[src/rtl/bird_bitmap_loader_pkg.sv]
// Shared types and constants for the bird sprite bitmap loader.
package bird_bitmap_loader_pkg;
  typedef enum logic [1:0] {IDLE, LOAD, RUN, DONE} loader_state_t;
  localparam int RLE_FLAG_BIT = 7;
  localparam int RUN_LEN_W    = 7;
endpackage

[src/rtl/bird_bitmap_loader_if.sv]
// Byte-stream input handshake plus the RAM write port driven by the loader.
interface bird_bitmap_loader_if #(
  parameter int ADDR_WIDTH = 12,
  parameter int DATA_WIDTH = 3
);
  logic [7:0]            rx_data;
  logic                  rx_valid;
  logic                  rx_ready;
  logic                  we;
  logic [ADDR_WIDTH-1:0] addr_w;
  logic [DATA_WIDTH-1:0] din;

  modport master (output rx_data, rx_valid, input rx_ready, we, addr_w, din);
  modport slave  (input rx_data, rx_valid, output rx_ready, we, addr_w, din);
endinterface

[src/rtl/bird_bitmap_loader.sv]
// RLE byte-stream decoder writing one sprite frame to the bitmap RAM from address 0.
module bird_bitmap_loader
  import bird_bitmap_loader_pkg::*;
#(
  parameter int ADDR_WIDTH = 12,
  parameter int DATA_WIDTH = 3
) (
  input  logic                 clk,
  input  logic                 reset,
  input  logic                 start,
  input  logic                 abort,
  bird_bitmap_loader_if.slave  bus,
  output logic                 busy,
  output logic                 done
);
  localparam int PTR_W = ADDR_WIDTH + 1;
  localparam logic [PTR_W-1:0] FRAME = {1'b1, {ADDR_WIDTH{1'b0}}};

  generate
    if (DATA_WIDTH < 1 || DATA_WIDTH > 7) begin : g_bad_width
      $error("bird_bitmap_loader: DATA_WIDTH must be in 1..7");
    end
  endgenerate

  loader_state_t         state, state_n;
  logic [PTR_W-1:0]      ptr, ptr_n;
  logic [DATA_WIDTH-1:0] last_pix, last_n;
  logic [RUN_LEN_W:0]    run_cnt, cnt_n;
  logic                  we_q, we_n;
  logic [ADDR_WIDTH-1:0] addr_q, addr_n;
  logic [DATA_WIDTH-1:0] din_q, din_n;
  logic                  ready, xfer;
  logic [DATA_WIDTH-1:0] lit;

  // Abort gates ready so a byte is never consumed in the cycle the load is dropped.
  assign ready = (state == LOAD) && (ptr != FRAME) && !abort;
  assign xfer  = ready && bus.rx_valid;
  assign lit   = bus.rx_data[DATA_WIDTH-1:0];

  always_comb begin
    state_n = state;
    ptr_n   = ptr;
    last_n  = last_pix;
    cnt_n   = run_cnt;
    we_n    = 1'b0;
    addr_n  = addr_q;
    din_n   = din_q;
    case (state)
      IDLE: if (start && !abort) begin
        state_n = LOAD;
        ptr_n   = '0;
      end
      LOAD: begin
        if (abort)              state_n = IDLE;
        else if (ptr == FRAME)  state_n = DONE;
        else if (xfer) begin
          if (bus.rx_data[RLE_FLAG_BIT]) begin
            state_n = RUN;
            cnt_n   = {1'b0, bus.rx_data[RUN_LEN_W-1:0]} + 1'b1;
          end else begin
            we_n   = 1'b1;
            addr_n = ptr[ADDR_WIDTH-1:0];
            din_n  = lit;
            last_n = lit;
            ptr_n  = ptr + 1'b1;
          end
        end
      end
      RUN: begin
        // Reaching the frame end cuts the run short; the pointer never wraps.
        if (abort)              state_n = IDLE;
        else if (ptr == FRAME)  state_n = DONE;
        else begin
          we_n   = 1'b1;
          addr_n = ptr[ADDR_WIDTH-1:0];
          din_n  = last_pix;
          ptr_n  = ptr + 1'b1;
          cnt_n  = run_cnt - 1'b1;
          if (run_cnt == 1) state_n = LOAD;
        end
      end
      DONE: if (start && !abort) begin
        state_n = LOAD;
        ptr_n   = '0;
      end
      default: state_n = IDLE;
    endcase
  end

  always_ff @(posedge clk) begin
    if (reset) begin
      state    <= IDLE;
      ptr      <= '0;
      last_pix <= '0;
      run_cnt  <= '0;
      we_q     <= 1'b0;
      addr_q   <= '0;
      din_q    <= '0;
    end else begin
      state    <= state_n;
      ptr      <= ptr_n;
      last_pix <= last_n;
      run_cnt  <= cnt_n;
      we_q     <= we_n;
      addr_q   <= addr_n;
      din_q    <= din_n;
    end
  end

  assign bus.rx_ready = ready;
  assign bus.we       = we_q;
  assign bus.addr_w   = addr_q;
  assign bus.din      = din_q;
  assign busy         = (state == LOAD) || (state == RUN);
  assign done         = (state == DONE);
endmodule
[src/flat_wrapper.sv]
// flat-port wrapper written by rule: the top's interface ports become plain ports
module bird_bitmap_loader_flat import bird_bitmap_loader_pkg::*;
#(
  parameter int ADDR_WIDTH = 12,
  parameter int DATA_WIDTH = 3
)
  (clk, reset, start, abort, busy, done, bus_rx_data, bus_rx_valid, bus_rx_ready, bus_we, bus_addr_w, bus_din);
  bird_bitmap_loader_if #(.ADDR_WIDTH(ADDR_WIDTH), .DATA_WIDTH(DATA_WIDTH)) bus_i ();
  input  logic clk;
  input  logic reset;
  input  logic start;
  input  logic abort;
  output logic busy;
  output logic done;
  input wire logic [$bits(bus_i.rx_data)-1:0] bus_rx_data;
  input wire logic [$bits(bus_i.rx_valid)-1:0] bus_rx_valid;
  output wire logic [$bits(bus_i.rx_ready)-1:0] bus_rx_ready;
  output wire logic [$bits(bus_i.we)-1:0] bus_we;
  output wire logic [$bits(bus_i.addr_w)-1:0] bus_addr_w;
  output wire logic [$bits(bus_i.din)-1:0] bus_din;
  assign bus_i.rx_data = bus_rx_data;
  assign bus_i.rx_valid = bus_rx_valid;
  assign bus_rx_ready = bus_i.rx_ready;
  assign bus_we = bus_i.we;
  assign bus_addr_w = bus_i.addr_w;
  assign bus_din = bus_i.din;
  bird_bitmap_loader #(.ADDR_WIDTH(ADDR_WIDTH), .DATA_WIDTH(DATA_WIDTH)) u_core (.clk(clk), .reset(reset), .start(start), .abort(abort), .bus(bus_i), .busy(busy), .done(done));
endmodule
[config.mk]
export PLATFORM = sky130hd
export DESIGN_NAME = bird_bitmap_loader_flat
export DESIGN_NICKNAME = d
export VERILOG_FILES = /design/src/rtl/bird_bitmap_loader_pkg.sv /design/src/rtl/bird_bitmap_loader_if.sv /design/src/rtl/bird_bitmap_loader.sv /design/src/flat_wrapper.sv
export SDC_FILE = /design/constraint.sdc
export NUM_CORES = 1
export LEC_CHECK = 0
export ABC_CLOCK_PERIOD_IN_PS = 2400
export CORE_UTILIZATION = 54
export DETAILED_ROUTE_END_ITERATION = 12
export PLACE_DENSITY_LB_ADDON = 0.25
export SLEW_MARGIN = 40
export SYNTH_ARGS = -nofsm -noshare
export SYNTH_HDL_FRONTEND = slang
export SYNTH_SLANG_ARGS = --single-unit
export TNS_END_PERCENT = 30
[constraint.sdc]
create_clock -name clk -period 2.4 [get_ports clk]
set_input_delay 0.48 -clock clk [delete_from_list [all_inputs] [get_ports clk]]
set_output_delay 0.48 -clock clk [all_outputs]
set_load 0.02 [all_outputs]
==> impl_metrics.py, run 1 <==
metrics = {
    "outcome": {
        "status": "finished clean",
    },
    "synthesis": {
        "yosysWarnings": 0,
        "syn-cell-area_sq_mm": 0.00232,
        "ys.flop_type": "dfxtp_1",
        "synthArstFlopShare_pct": 0,
        "synth_seq_cells": 42,
        "synth-seq-area-share_pct": 36.3,
        "syn_nets": 313,
        "yosysUniqueCellTypes": 51,
        "synth_edf_count": 0,
        "syn-instance-count": 291,
        "syn_area_per_cell_sq_um": 7.96,
    },
    "worst_setup_path": {
        "path_class": "flip-flop to flip-flop",
        "end_kind": "flip-flop",
        "required_ps": 2560,
        "rr_startpoint": "u_core.state[1]",
        "crit_fanout": 8,
        "cp-start-kind": "flip-flop",
        "arrival_ps": 2360,
        "crit_end": "u_core.ptr[5]",
        "timing.rr.end": "u_core.ptr[5]",
        "crit_start": "u_core.state[1]",
        "rrSetupSlack_ps": 210,
        "rr_worst_depth": 8,
    },
    "final_layout": {
        "utilization_pct": 68.8,
        "final_common_cell": "dfxtp_1",
        "fin_cells": 377,
        "layout_common_cells": "dfxtp_1 (42), nand2_1 (38), a21oi_1 (30)",
        "register_area_sq_um": 841,
        "drive_gt1_share_pct": 9.17,
        "layout.nets": 348,
        "fillCellCount": 329,
        "antennaDiodeCount": 0,
        "multi_input_area_sq_mm": 0.00129,
        "area_growth_pct": 20.4,
    },
    "route": {
        "wl_per_cell_um": 14.6,
        "vias": 2248,
        "drt-vias-per-instance": 5.96,
        "drt_iter0_drc": 154,
        "ant_nets": 0,
        "firstDrtPassIters": 4,
        "drt-total-wl_um": 5510,
        "drc": 0,
    },
    "die": {
        "rows": 23,
        "start_util_pct": 57.1,
        "die_w_um": 67.5,
        "dieArea_sq_mm": 0.00456,
        "core_area_sq_mm": 0.00406,
        "die_h_um": 67.5,
        "ios": 32,
    },
    "job": {
        "maxCapViolCount": 0,
    },
    "clock_tree": {
        "cts_tree": "built",
        "cts.sinks": 42,
        "htreeDepth": 2,
        "insertion_delay_ps": 290,
        "clkTransAtPathRegs_ps": 90,
        "clock_path_buffers": 2,
        "root_buffer": "clkbuf_8",
        "cts_inserted_buffers": 5,
        "postCtsSetupBuffers": 0,
    },
    "timing": {
        "skew_ps": 12.0,
        "worst_pin_slew_ps": 630,
        "period_needed_ps": 2190,
        "finalSetupViolations": 0,
        "rsz0062_at_grt": "false",
        "slew_violations": 0,
        "fin_crit_sh_pct": 91.4,
        "hold_viol_final": 0,
        "max_slew_margin_pct": 57.4,
        "whs_ps": 457,
        "finalSetupTns_ps": 0,
        "max_freq_mhz": 456,
    },
    "global_routing": {
        "antenna_found_initial": 0,
        "grt_first_pass_wirelength_um": 8900,
        "grt_pass1_vias": 2015,
        "grt_max_degree": 20,
        "grt_usage_pct": 25.6,
        "grt.overflow.total": 0,
    },
    "place": {
        "routabilityCongestion": 0.852,
        "place_hpwl_um": 4000,
        "port_buffers": 31,
        "dpl.cell_count": 369,
    },
    "min_path": {
        "min_path_type": "flip-flop to flip-flop",
    },
    "power_and_ir_drop": {
        "ir_drop_uv": 398,
        "powerDensity_mw_per_mm2": 648,
        "total_power_mw": 1.81,
        "power.leakage_nw": 0.978,
    },
}
-- report_power, final --
part           total, mW  switching (mW)  leakage, nW  internal [mW]
registers          0.763          0.0312        0.339          0.732
logic              0.587           0.353        0.595          0.234
clock network      0.459           0.255       0.0441          0.205
total               1.81           0.639        0.978           1.17
-- critical path, stage by stage (launching register included) --
cell      delay [ps]
dfxtp_1          420
inv_1             90
ha_1             240
or2_1            250
a22o_1           200
a211o_1          380
buf_4            210
o211ai_1         170
o31ai_1           90
-- stage by stage --
| stage | instance area [sq um] | setup slack (ps) |
|---|---|---|
| after global placement | 2700 | 110 |
| after global routing | 2790 | 86.5 |
| after CTS | 2790 | 38.1 |
| after floorplan | 2320 | 412 |
| final | 2790 | 207 |
| after detailed placement | 2700 | 66.0 |
-- layer usage --
layer	vias up	global-route usage [%]	share of wire (%)	wire (um)
met3	8	4.90	4.5	249
li1	1116	-	-	-
met4	0	7.45	1.0	56
met2	81	43.7	50	2740
met1	1043	32.3	45	2470
met5	-	0	0	0
-- timing repair --
item,4_1_cts,5_1_grt
setup endpoints to repair,1,1
hold endpoints to repair,0,0
hold buffers,0,0
resized for setup,1,1
-- state kept, by name, summed over array words and instances, names as in the netlist --
| register | flops |
|---|---|
| u_core.bus.we | 1 |
| u_core.state | 2 |
| u_core.ptr | 13 |
| u_core.run_cnt | 8 |
| u_core.bus.din | 3 |
| u_core.bus.addr_w | 12 |
| u_core.last_pix | 3 |
-- final cells by class --
class	instances	share of cell area, %
Clock buffer	5	2.47
Multi-Input combinational cell	211	46.1
Clock inverter	3	0.762
Sequential cell	42	30.1
Tap cell	50	2.24
Inverter	17	2.29
Timing Repair Buffer	49	16.0
-- worst min path at each step --
stage / start / end / slack [ps] / cells after the start
final: u_core.bus.addr_w[9] / u_core.bus.addr_w[9] / 460 / 2
after global routing: u_core.bus.addr_w[2] / u_core.bus.addr_w[2] / 480 / 2
after CTS: u_core.bus.addr_w[2] / u_core.bus.addr_w[2] / 460 / 2
after detailed placement: u_core.bus.addr_w[2] / u_core.bus.addr_w[2] / 450 / 2
after global placement: u_core.bus.addr_w[10] / u_core.bus.addr_w[10] / 450 / 2
after floorplan: u_core.ptr[12] / u_core.ptr[12] / 430 / 1
-- Yosys cell counts (4+ instances only) --
master	number	area [sq um]
o21ai_0	16	80.1
buf_4	5	37.5
a31oi_1	9	56.3
o211ai_1	9	67.6
a21oi_1	30	150
ha_1	9	113
a211oi_1	5	37.5
o31ai_1	6	45.0
nor4_1	4	25.0
mux2i_1	5	50.1
dfxtp_1	42	841
nor3_1	8	40.0
nand3_1	12	60.1
nand2_1	38	143
inv_1	15	56.3
clkbuf_1	8	30.0
nor2_1	17	63.8
-- cell families after synthesis --
| group | count (synthesis) | synth area share [%] |
|---|---|---|
| multiplexers | 5 | 2.16 |
| XOR/XNOR | 4 | 1.51 |
| flip-flops | 42 | 36.3 |
| buffers and inverters | 38 | 8.21 |
| AO/OA/AOI/OAI | 93 | 26.1 |
| adder cells (fa/ha/maj) | 9 | 4.86 |
| AND/OR/NAND/NOR | 100 | 20.9 |
Note: power is estimated with default switching activity, not from simulation.
==> inputs of run 2 (changes only) <==
Settings changed: SLEW_MARGIN 40 to default.
==> results of run 2 <==
Final layout, timing and power as in run 1 (identical DEF).
